===== config.mk =====
export PLATFORM = sky130hd
export DESIGN_NAME = qea_host_sequencer
export DESIGN_NICKNAME = d
export VERILOG_FILES = /design/src/rtl/qea_host_sequencer.sv
export SDC_FILE = /design/constraint.sdc
export NUM_CORES = 1
export LEC_CHECK = 0
export ABC_AREA = 1
export CORE_AREA = 2 2 389 391
export CTS_BUF_LIST = sky130_fd_sc_hd__clkbuf_2 sky130_fd_sc_hd__clkbuf_4 sky130_fd_sc_hd__clkbuf_8
export DETAILED_ROUTE_END_ITERATION = 8
export DIE_AREA = 0 0 391 393
export DONT_BUFFER_PORTS = 1
export GPL_ROUTABILITY_DRIVEN = 0
export PLACE_DENSITY = 0.3
export SLEW_MARGIN = 20
export SYNTH_ARGS = -nofsm -noshare
export SYNTH_HDL_FRONTEND = slang
export SYNTH_SLANG_ARGS = --single-unit

===== constraint.sdc =====
create_clock -name clk -period 11.8 [get_ports clk]
set_clock_uncertainty 0.2 [all_clocks]
set_input_delay 1.18 -clock clk [delete_from_list [all_inputs] [get_ports clk]]
set_output_delay 1.18 -clock clk [all_outputs]
set_load 0.005 [all_outputs]

===== src/rtl/qea_host_sequencer.sv =====
// qea_host_sequencer: host-side run controller for one QEA instance.
// It streams gate context into the QEA, seeds the state RAM with |0...0>,
// pulses start, waits for completion (with an optional timeout), and then
// streams every state word back out to the host.
module qea_host_sequencer #(
    parameter int                          PE_NUM_WIDTH            = 2,
    parameter int                          PE_NUM                  = 4,
    parameter int                          STATE_DATA_WIDTH        = 64,
    parameter int                          STATE_ADDR_WIDTH        = 16,
    parameter int                          GATE_CONTEXT_DATA_WIDTH = 64,
    parameter int                          GATE_CONTEXT_ADDR_WIDTH = 16,
    parameter int                          MAX_QBIT_WIDTH          = 6,
    parameter logic [STATE_DATA_WIDTH-1:0] INIT_AMP                = 64'h40000000_00000000,
    parameter int                          RD_LAT                  = 1,
    parameter logic [31:0]                 TIMEOUT_CYC             = 32'd0
) (
    input  logic                                   clk,
    input  logic                                   rst,
    input  logic                                   i_go,
    input  logic [MAX_QBIT_WIDTH-1:0]              i_qbit_num,
    input  logic [GATE_CONTEXT_ADDR_WIDTH-1:0]     i_ins_num,
    input  logic                                   i_ctx_valid,
    input  logic [GATE_CONTEXT_DATA_WIDTH-1:0]     i_ctx_data,
    output logic                                   o_ctx_ready,
    output logic                                   o_ctx_en,
    output logic                                   o_ctx_wea,
    output logic [GATE_CONTEXT_ADDR_WIDTH-1:0]     o_ctx_addr,
    output logic [GATE_CONTEXT_DATA_WIDTH-1:0]     o_ctx_data,
    output logic [PE_NUM-1:0]                      o_state_ena,
    output logic [PE_NUM-1:0]                      o_state_wea,
    output logic [STATE_ADDR_WIDTH-1:0]            o_state_addra,
    output logic [PE_NUM*STATE_DATA_WIDTH-1:0]     o_state_dina,
    output logic                                   o_qea_start,
    input  logic                                   i_qea_complete,
    input  logic [PE_NUM*STATE_DATA_WIDTH-1:0]     i_state_dout,
    output logic                                   o_rd_valid,
    output logic                                   o_rd_last,
    output logic [PE_NUM*STATE_DATA_WIDTH-1:0]     o_rd_data,
    output logic                                   o_busy,
    output logic                                   o_done,
    output logic                                   o_err_cfg,
    output logic                                   o_err_timeout,
    output logic [31:0]                            o_exec_cycles
);

    localparam int SW   = PE_NUM * STATE_DATA_WIDTH;
    localparam int SAW  = STATE_ADDR_WIDTH;
    localparam int GCAW = GATE_CONTEXT_ADDR_WIDTH;

    // Basis state 0 holds amplitude 1.0 in the top lane of word 0.
    localparam logic [SW-1:0] INIT_WORD = {INIT_AMP, {(SW-STATE_DATA_WIDTH){1'b0}}};

    typedef enum logic [2:0] {
        S_IDLE,
        S_LOAD_CTX,
        S_LOAD_STATE,
        S_START,
        S_RUN,
        S_READ,
        S_DONE,
        S_ERR
    } state_e;

    state_e                         state_q, state_d;
    logic [GCAW-1:0]                insLast_q;
    logic [SAW-1:0]                 lastIdx_q;
    logic [GCAW-1:0]                ctxCnt_q;
    logic [SAW-1:0]                 addr_q;
    logic                           ctxEn_q;
    logic [GCAW-1:0]                ctxAddr_q;
    logic [GATE_CONTEXT_DATA_WIDTH-1:0] ctxData_q;
    logic [31:0]                    execCycles_q;
    logic                           runFirst_q;
    logic                           issuedAll_q;
    logic                           errCfg_q;
    logic                           errTimeout_q;
    logic [RD_LAT-1:0]              vPipe_q;
    logic [RD_LAT-1:0]              lPipe_q;

    logic                           goSeen;
    logic                           cfgBad;
    logic [31:0]                    qbitExt;
    logic [31:0]                    shamt;
    logic [SAW-1:0]                 cfgLastIdx;
    logic                           ctxAccept;
    logic                           ctxLastAccept;
    logic [31:0]                    execNext;
    logic                           runComplete;
    logic                           runTimeout;
    logic                           readIssue;
    logic                           readIssueLast;

    // Validate the requested configuration and derive the last state-word index.
    always_comb begin
        qbitExt    = 32'(i_qbit_num);
        cfgBad     = (qbitExt < 32'(PE_NUM_WIDTH + 1)) ||
                     (qbitExt > 32'(PE_NUM_WIDTH + STATE_ADDR_WIDTH)) ||
                     (i_ins_num == '0);
        shamt      = 32'(PE_NUM_WIDTH + STATE_ADDR_WIDTH) - qbitExt;
        cfgLastIdx = {SAW{1'b1}} >> shamt;
    end

    // Per-cycle event decodes shared by the FSM and the datapath.
    always_comb begin
        goSeen        = ((state_q == S_IDLE) || (state_q == S_ERR)) && i_go;
        ctxAccept     = (state_q == S_LOAD_CTX) && i_ctx_valid;
        ctxLastAccept = ctxAccept && (ctxCnt_q == insLast_q);
        execNext      = execCycles_q + 32'd1;
        runComplete   = (state_q == S_RUN) && !runFirst_q && i_qea_complete;
        runTimeout    = (state_q == S_RUN) && !runComplete &&
                        (TIMEOUT_CYC != 32'd0) && (execNext == TIMEOUT_CYC);
        readIssue     = (state_q == S_READ) && !issuedAll_q;
        readIssueLast = readIssue && (addr_q == lastIdx_q);
    end

    // FSM state register; reset aborts any run immediately.
    always_ff @(posedge clk or posedge rst) begin
        if (rst) begin
            state_q <= S_IDLE;
        end else begin
            state_q <= state_d;
        end
    end

    // FSM next-state logic walking the run sequence.
    always_comb begin
        state_d = state_q;
        unique case (state_q)
            S_IDLE, S_ERR: begin
                if (i_go) begin
                    state_d = cfgBad ? S_ERR : S_LOAD_CTX;
                end
            end
            S_LOAD_CTX: begin
                if (ctxLastAccept) state_d = S_LOAD_STATE;
            end
            S_LOAD_STATE: begin
                if (addr_q == lastIdx_q) state_d = S_START;
            end
            S_START: state_d = S_RUN;
            S_RUN: begin
                if (runComplete)     state_d = S_READ;
                else if (runTimeout) state_d = S_ERR;
            end
            S_READ: begin
                if (lPipe_q[RD_LAT-1]) state_d = S_DONE;
            end
            S_DONE:  state_d = S_IDLE;
            default: state_d = S_IDLE;
        endcase
    end

    // Datapath: config latch, context write register, address and cycle counters, error flags.
    always_ff @(posedge clk or posedge rst) begin
        if (rst) begin
            insLast_q    <= '0;
            lastIdx_q    <= '0;
            ctxCnt_q     <= '0;
            addr_q       <= '0;
            ctxEn_q      <= 1'b0;
            ctxAddr_q    <= '0;
            ctxData_q    <= '0;
            execCycles_q <= '0;
            runFirst_q   <= 1'b0;
            issuedAll_q  <= 1'b0;
            errCfg_q     <= 1'b0;
            errTimeout_q <= 1'b0;
        end else begin
            ctxEn_q <= 1'b0;
            if (goSeen) begin
                errCfg_q     <= cfgBad;
                errTimeout_q <= 1'b0;
                ctxCnt_q     <= '0;
                addr_q       <= '0;
                if (!cfgBad) begin
                    insLast_q <= i_ins_num - GCAW'(1);
                    lastIdx_q <= cfgLastIdx;
                end
            end
            if (ctxAccept) begin
                ctxEn_q   <= 1'b1;
                ctxAddr_q <= ctxCnt_q;
                ctxData_q <= i_ctx_data;
                ctxCnt_q  <= ctxCnt_q + GCAW'(1);
            end
            if (state_q == S_LOAD_STATE) begin
                addr_q <= addr_q + SAW'(1);
            end
            if (state_q == S_START) begin
                execCycles_q <= '0;
                addr_q       <= '0;
                runFirst_q   <= 1'b1;
                issuedAll_q  <= 1'b0;
            end
            if (state_q == S_RUN) begin
                execCycles_q <= execNext;
                runFirst_q   <= 1'b0;
            end
            if (runTimeout) begin
                errTimeout_q <= 1'b1;
            end
            if (readIssue) begin
                addr_q <= addr_q + SAW'(1);
                if (addr_q == lastIdx_q) issuedAll_q <= 1'b1;
            end
        end
    end

    // Delay the read-issue strobe and its last marker to line up with RAM data.
    always_ff @(posedge clk or posedge rst) begin
        if (rst) begin
            vPipe_q <= '0;
            lPipe_q <= '0;
        end else begin
            vPipe_q[0] <= readIssue;
            lPipe_q[0] <= readIssueLast;
            for (int i = 1; i < RD_LAT; i++) begin
                vPipe_q[i] <= vPipe_q[i-1];
                lPipe_q[i] <= lPipe_q[i-1];
            end
        end
    end

    // Output decode from the current state and counters.
    always_comb begin
        o_ctx_ready   = (state_q == S_LOAD_CTX);
        o_qea_start   = (state_q == S_START);
        o_done        = (state_q == S_DONE);
        o_busy        = (state_q == S_LOAD_CTX) || (state_q == S_LOAD_STATE) ||
                        (state_q == S_START) || (state_q == S_RUN) || (state_q == S_READ);
        o_state_ena   = '0;
        o_state_wea   = '0;
        o_state_addra = '0;
        o_state_dina  = '0;
        if (state_q == S_LOAD_STATE) begin
            o_state_ena   = '1;
            o_state_wea   = '1;
            o_state_addra = addr_q;
            if (addr_q == '0) o_state_dina = INIT_WORD;
        end else if (readIssue) begin
            o_state_ena   = '1;
            o_state_addra = addr_q;
        end
        o_rd_valid    = vPipe_q[RD_LAT-1];
        o_rd_last     = lPipe_q[RD_LAT-1];
        o_rd_data     = vPipe_q[RD_LAT-1] ? i_state_dout : '0;
    end

    assign o_ctx_en      = ctxEn_q;
    assign o_ctx_wea     = ctxEn_q;
    assign o_ctx_addr    = ctxAddr_q;
    assign o_ctx_data    = ctxData_q;
    assign o_err_cfg     = errCfg_q;
    assign o_err_timeout = errTimeout_q;
    assign o_exec_cycles = execCycles_q;

endmodule


==> run metrics, run 1 <==
setup slack, reg-to-reg 8.86 ns; maximum achievable frequency 0.234 GHz; launch point of the critical path o_rd_valid; total negative slack for setup checks 0 ns; vias in the first global route 10900; clock root buffer sky130_fd_sc_hd__clkbuf_8; First DRT Iteration DRCs 719; cells along the critical path buf_4 > nand2_1 > inv_1; number of buffers created by CTS 17; startpoint-to-endpoint class of the critical path reg -> out; largest fanout of any net on the critical path 103; cell with the largest stage delay on the worst path sky130_fd_sc_hd__dfrtp_4; leakage power summed over all cells 8.34 nW; share of synthesized flip-flops with an asynchronous set or reset 100%; H-tree level count 4; run status completed; Crit path arrival time 2.90 ns; Detailed Routing Iterations Pass 1 4; Max transition margin 35.0%; worst slew pin tran 0.972 ns; total grt overflow 0; Setup WS post-layout 7.52 ns; worst slack at placement 8.11 ns; crit path capture type output port; half-perimeter wire length of the detailed placement result 74700 microns; unrepaired setup endpoints after global routing false; TritonCTS clock tree built; Final Hold Fails 0; die outline height 393 microns; Distinct cells, synth 44; number of remaining DRC errors 0; crit start category flop; first-pass GRT wire length 108000 microns; number of I/O pins 1005; Reg2Reg Capture Point ctxCnt_q[12]; Final Max Tran Viols 0; most common cell after layout, fill and taps aside sky130_fd_sc_hd__nand2_1; Mapped Avg Cell Area 6.58 sq um; Peak supply drop 87.2 uV; number of buffers added to fix hold violations after cts 0; final clock period utilization by the worst path 36.2%; floorplan die area 154000 sq um; share of synthesized area occupied by flip-flops and latches 34.4%; YS warnings 0; maximum number of buffers from clock root to sink 2; Post-layout nets 2355; HP Class in -> async; post-synthesis sequential element count 185; predominant post-synthesis flop cell sky130_fd_sc_hd__dfrtp_1; initial cell density of the core 9.02%; post-route antenna net violation count 0; count of instances resized after the clock tree is built 0; Routed Wire Length 85900 microns; number of flops mapped to enable cells by yosys 0; final critical path time including I/O delays and setup 4.28 ns; post-CTS repair timing setup buffer count 0; slowest stage delay, CP 0.88 ns; wire length per cell 21.6 microns; maximum capacitance violations 0; Floorplan Core Area 149000 sq um; via-per-instance ratio 2.98; insertion delay to the later sink of the worst-skew pair 0.64 ns; worst r2r src state_q[0]; cell area power density 161 nW/um^2; depth of the worst register-to-register path 7; summed instance area of the synthesized netlist 13500 sq um; CP required 10.42 ns; antenna violations before repair 62; clock transition at the registers of the reported paths 0.14 ns; pin count of the biggest net entering global routing 104; GRT Resource Usage Total 10.7%; width of the die 391 microns; number of setup violations in the final report 0; share of cells above drive strength 1 3.67%; FP Rows 142; commonest non-fill, non-tap cells in the layout sky130_fd_sc_hd__nand2_1 (722), sky130_fd_sc_hd__inv_1 (378), sky130_fd_sc_hd__conb_1 (256); instance count of the mapped netlist 2046; count of clock tree sinks 185; P&R area growth vs syn 12.2%; IO buf count 0; routed vias 11800
-- synthesized netlist by cell type, drive strengths merged, types with 2 or more instances --
cell type	instances	share of area (%)
xnor2	8	0.52
o21ai	84	3.2
inv	389	11
nor2	122	3.6
o32ai	2	0.13
ha	7	0.65
nand4	17	0.79
xor2	22	1.4
o21a	3	0.17
o21bai	2	0.14
clkbuf	34	0.95
nand2	724	20
o22ai	20	1.0
nor4	6	0.28
buf	292	16
a21oi	20	0.74
mux2i	2	0.15
o211ai	6	0.33
nand3	60	2.5
a22oi	2	0.11
dfrtp	185	34
nor3	28	1.3
a31oi	5	0.23
-- worst max-delay path by stage --
stage / to / slack (ns) / cells past startpoint
finish: o_rd_data[22] / 7.52 / 3
global route: o_rd_data[12] / 7.21 / 3
CTS: o_rd_data[12] / 7.30 / 3
detailed placement: o_rd_data[12] / 8.11 / 3
global placement: o_rd_data[12] / 8.11 / 3
floorplan: addr_q[0] / 5.39 / 1
-- cell type report --
type	instances	area, sq um
tap	1944	2430
timing repair buffer	7	52.6
inverter	389	1470
fill	17700	134000
sequential	185	4630
clock buffer	18	248
antenna	18	45.0
clock inverter	14	164
multi-input combinational	1401	6060
-- power by group --
group	switching [mW]	leakage, nW	internal, mW	total [mW]
registers	0.214	2.43	0.815	1.03
logic	0.677	5.71	0.230	0.907
clock network	0.330	0.199	0.167	0.497
-- metal layers --
layer,wire (microns),share of wire (%),global-route usage [%],vias to the layer above
met2,44200,51,18.9,557
met4,1610,1.9,3.01,54
met3,10300,12,5.97,137
li1,-,-,-,5491
met1,29400,34,10.6,5608
met5,353,0.41,0,-
-- through the flow --
| stage | total power [mW] | area [sq um] | util, % | hold slack (ns) | cells |
|---|---|---|---|---|---|
| finish | 2.43 | 15100 | 10.1 | 0.239 | 3976 |
| global route | 2.68 | 15100 | 10.1 | 0.210 | 3967 |
| CTS | 2.52 | 15100 | 10.1 | 0.171 | 3958 |
| detailed placement | 1.98 | 14600 | 9.81 | 0.290 | 3926 |
| global placement | 1.98 | 14600 | 9.81 | 0.285 | 3926 |
| floorplan | 1.70 | 14400 | - | 0.265 | 2301 |
-- sequential cells by signal (all words and copies together) (netlist names), 3 cells and up --
signal	cells
ctxCnt_q	16
state_q	3
o_ctx_addr	16
insLast_q	16
o_exec_cycles	32
lastIdx_q	16
addr_q	16
o_ctx_data	64
-- cells by family (layout without fill, tap and decap cells) --
family / Yosys count / in the layout / share of synthesized area (%)
AND/OR/NAND/NOR: 960 / 960 / 28.9
adder cells (fa/ha/maj): 7 / 7 / 0.651
multiplexers: 2 / 2 / 0.149
AO/OA/AOI/OAI: 146 / 146 / 6.15
other: 1 / 274 / 0.0279
buffers and inverters: 715 / 428 / 27.8
XOR/XNOR: 30 / 30 / 1.95
flip-flops: 185 / 185 / 34.4
-- worst max-delay path, delay by kind of cell, from the launching register on --
family | cells | cell delay [ns]
buffers and inverters | 2 | 1.01
DFF | 1 | 0.88
and+or+nand+nor | 1 | 0.32
Power figures use the tool's default switching activity.
==> run 2: changes to the inputs <==
==> constraint.sdc (replaced) <==
create_clock -name clk -period 4 [get_ports clk]
set_clock_uncertainty 0.2 [all_clocks]
set_input_delay 0.4 -clock clk [delete_from_list [all_inputs] [get_ports clk]]
set_output_delay 0.4 -clock clk [all_outputs]
set_load 0.005 [all_outputs]
==> run 2 against run 1 <==
Against the previous run:
- combinational power rose to 3.3 times the previous value
- critical path depth up 1
- register-to-register slack worse by 7.7 ns
- design area up 7.3%
- via count up 1.4%
- utilization up 0.74 points
- die area unchanged
- hold slack worse by 0.13 ns
- flip-flop and latch count unchanged
- sequential share of layout area down 2.1 points
- cell count up 2.5%
- largest power group is now combinational logic
==> run metrics, run 2 (synthesis gave the netlist of run 1 again) <==
HP Class in -> reg; initial cell density of the core 9.02% (unchanged); Post-layout nets 2465 (+4.7%); commonest non-fill, non-tap cells in the layout sky130_fd_sc_hd__nand2_1 (722), sky130_fd_sc_hd__inv_1 (378), sky130_fd_sc_hd__conb_1 (256); number of buffers created by CTS 17 (unchanged); clock transition at the registers of the reported paths 0.13 ns (about the same); width of the die 391 microns (unchanged); count of instances resized after the clock tree is built 0 (unchanged); Peak supply drop 176 uV (+100%); leakage power summed over all cells 8.83 nW (+5.9%); cell with the largest stage delay on the worst path sky130_fd_sc_hd__dfrtp_4; metal1 wirelength 33200 microns (+13%); TritonCTS clock tree built; clock root buffer sky130_fd_sc_hd__clkbuf_8; final clock period utilization by the worst path 81.7%; post-CTS repair timing setup buffer count 0 (unchanged); Detailed Routing Iterations Pass 1 5 (+1); die outline height 393 microns (unchanged); maximum number of buffers from clock root to sink 2 (unchanged); startpoint-to-endpoint class of the critical path reg -> out; antenna violations before repair 25 (-60%); cell area power density 465 nW/um^2 (+190%); flip-flop count of the largest register after layout 64 (unchanged); CP required 3.40 ns (-7.02 ns); total power 7.53 mW (+210%); FP Rows 142 (unchanged); crit path capture type output port; crit start category flop; slowest stage delay, CP 0.73 ns (-0.15 ns); number of I/O pins 1005 (unchanged); count of clock tree sinks 185 (unchanged); GRT Resource Usage Total 10.9% (+0.24 points); Final Hold Fails 0 (unchanged); routed vias 12000 (+1.4%); half-perimeter wire length of the detailed placement result 77000 microns (+3.1%); insertion delay to the later sink of the worst-skew pair 0.61 ns (-0.03 ns); Routed Wire Length 88600 microns (+3.1%); share of cells above drive strength 1 3.91% (+0.23 points); final critical path time including I/O delays and setup 3.27 ns; total grt overflow 0 (unchanged); FILL cells 17600 (-0.62%); floorplan die area 154000 sq um (unchanged); post-route antenna net violation count 0 (unchanged); vias in the first global route 11300 (+3.1%); Final Max Tran Viols 0 (unchanged); unrepaired setup endpoints after global routing false; number of setup violations in the final report 0 (unchanged); H-tree level count 4 (unchanged); via-per-instance ratio 2.95 (-1.1%); number of remaining DRC errors 0 (unchanged); combined buffer and inverter count along the critical path 3 (+1); total negative slack for setup checks 0 ns (unchanged); largest delay contributor family on the critical path buffers and inverters; wire length per cell 21.7 microns (+0.58%); most common cell after layout, fill and taps aside sky130_fd_sc_hd__nand2_1; maximum achievable frequency 0.306 GHz; IO buf count 0 (unchanged); Max transition margin 39.8% (+4.8 points); pin count of the biggest net entering global routing 103 (-0.96%); number of buffers added to fix hold violations after cts 101 (+101); maximum capacitance violations 0 (unchanged); detailed route wirelength on metal2 44900 microns (+1.5%); largest fanout of any net on the critical path 102 (-0.97%); Floorplan Core Area 149000 sq um (unchanged); met3 routed WL 9340 microns (-9.3%); cells along the critical path buf_4 > buf_12 > nand2_1 > inv_1; First DRT Iteration DRCs 578 (-20%); Crit path arrival time 2.67 ns (-0.23 ns); P&R area growth vs syn 20.4%; worst slew pin tran 0.903 ns (-0.0691 ns); uppermost layer routed met5; first-pass GRT wire length 110000 microns (+1.9%); run status completed
[run 2: cell types whose count changed in the layout (fill, tap and decap cells not counted), sizes merged]
cell         change
buf              +9
clkinvlp         -2
inv              -4
dlygate4sd3    +101
bufinv           +1
clkinv           +6
clkbuf           -1
diode           -11
[run 2: per-layer routing]
metal | vias up | track usage (%)
met2 | 487 | 19.4
met4 | 26 | 2.02
met5 | - | 0
li1 | 5705 | -
met3 | 66 | 5.36
met1 | 5723 | 11.7
[run 2: final timing paths]
| kind | start | end | slack (ns) | cells past startpoint |
|---|---|---|---|---|
| max | o_rd_valid | o_rd_data[226] | 0.73 | 4 |
| min | i_qbit_num[1] | lastIdx_q[14] | 0.11 | 5 |
| max reg2reg | state_q[2] | lastIdx_q[13] | 1.12 | 10 |
| min reg2reg | o_ctx_data[40] | o_ctx_data[40] | 0.31 | 2 |
| max in group asynchronous | rst | o_ctx_data[55] | 2.40 | 3 |
| min in group asynchronous | rst | insLast_q[2] | 0.23 | 2 |
[run 2: layout make-up]
| class | instances | area (sq um) | area share [%] |
|---|---|---|---|
| Clock inverter | 15 | 184 | 1.14 |
| Multi-Input combinational cell | 1401 | 6060 | 37.4 |
| Clock buffer | 17 | 234 | 1.44 |
| Antenna cell | 7 | 17.5 | 0.108 |
| Tap cell | 1944 | 2430 | 15.0 |
| Timing Repair Buffer | 117 | 1180 | 7.29 |
| Inverter | 389 | 1470 | 9.04 |
| Sequential cell | 185 | 4630 | 28.6 |
[run 2: tightest hold or removal path: stages]
cell,delay (ns)
sky130_fd_sc_hd__ha_1,0.10
sky130_fd_sc_hd__inv_1,0.06
sky130_fd_sc_hd__nor2_1,0.13
sky130_fd_sc_hd__inv_1,0.08
sky130_fd_sc_hd__o22ai_1,0.12
[run 2: report_power, final]
part / switching (mW) / internal [mW]
Sequential: 0.606 / 2.40
Clock: 0.957 / 0.528
Combinational: 2.24 / 0.792
Total: 3.80 / 3.72
[run 2: through the flow]
stage          instances  hold WS, ns  util [%]  area [sq um]  setup slack (ns)
2_1_floorplan       2301        0.265         -         14400              1.02
5_1_grt             4070        0.102      10.8         16200             0.472
3_5_place_dp        3935        0.289      9.89         14800              1.16
3_3_place_gp        3935        0.285      9.89         14800              1.23
6_report            4075        0.114      10.9         16200             0.732
4_1_cts             4068      0.00501      10.8         16200             0.557
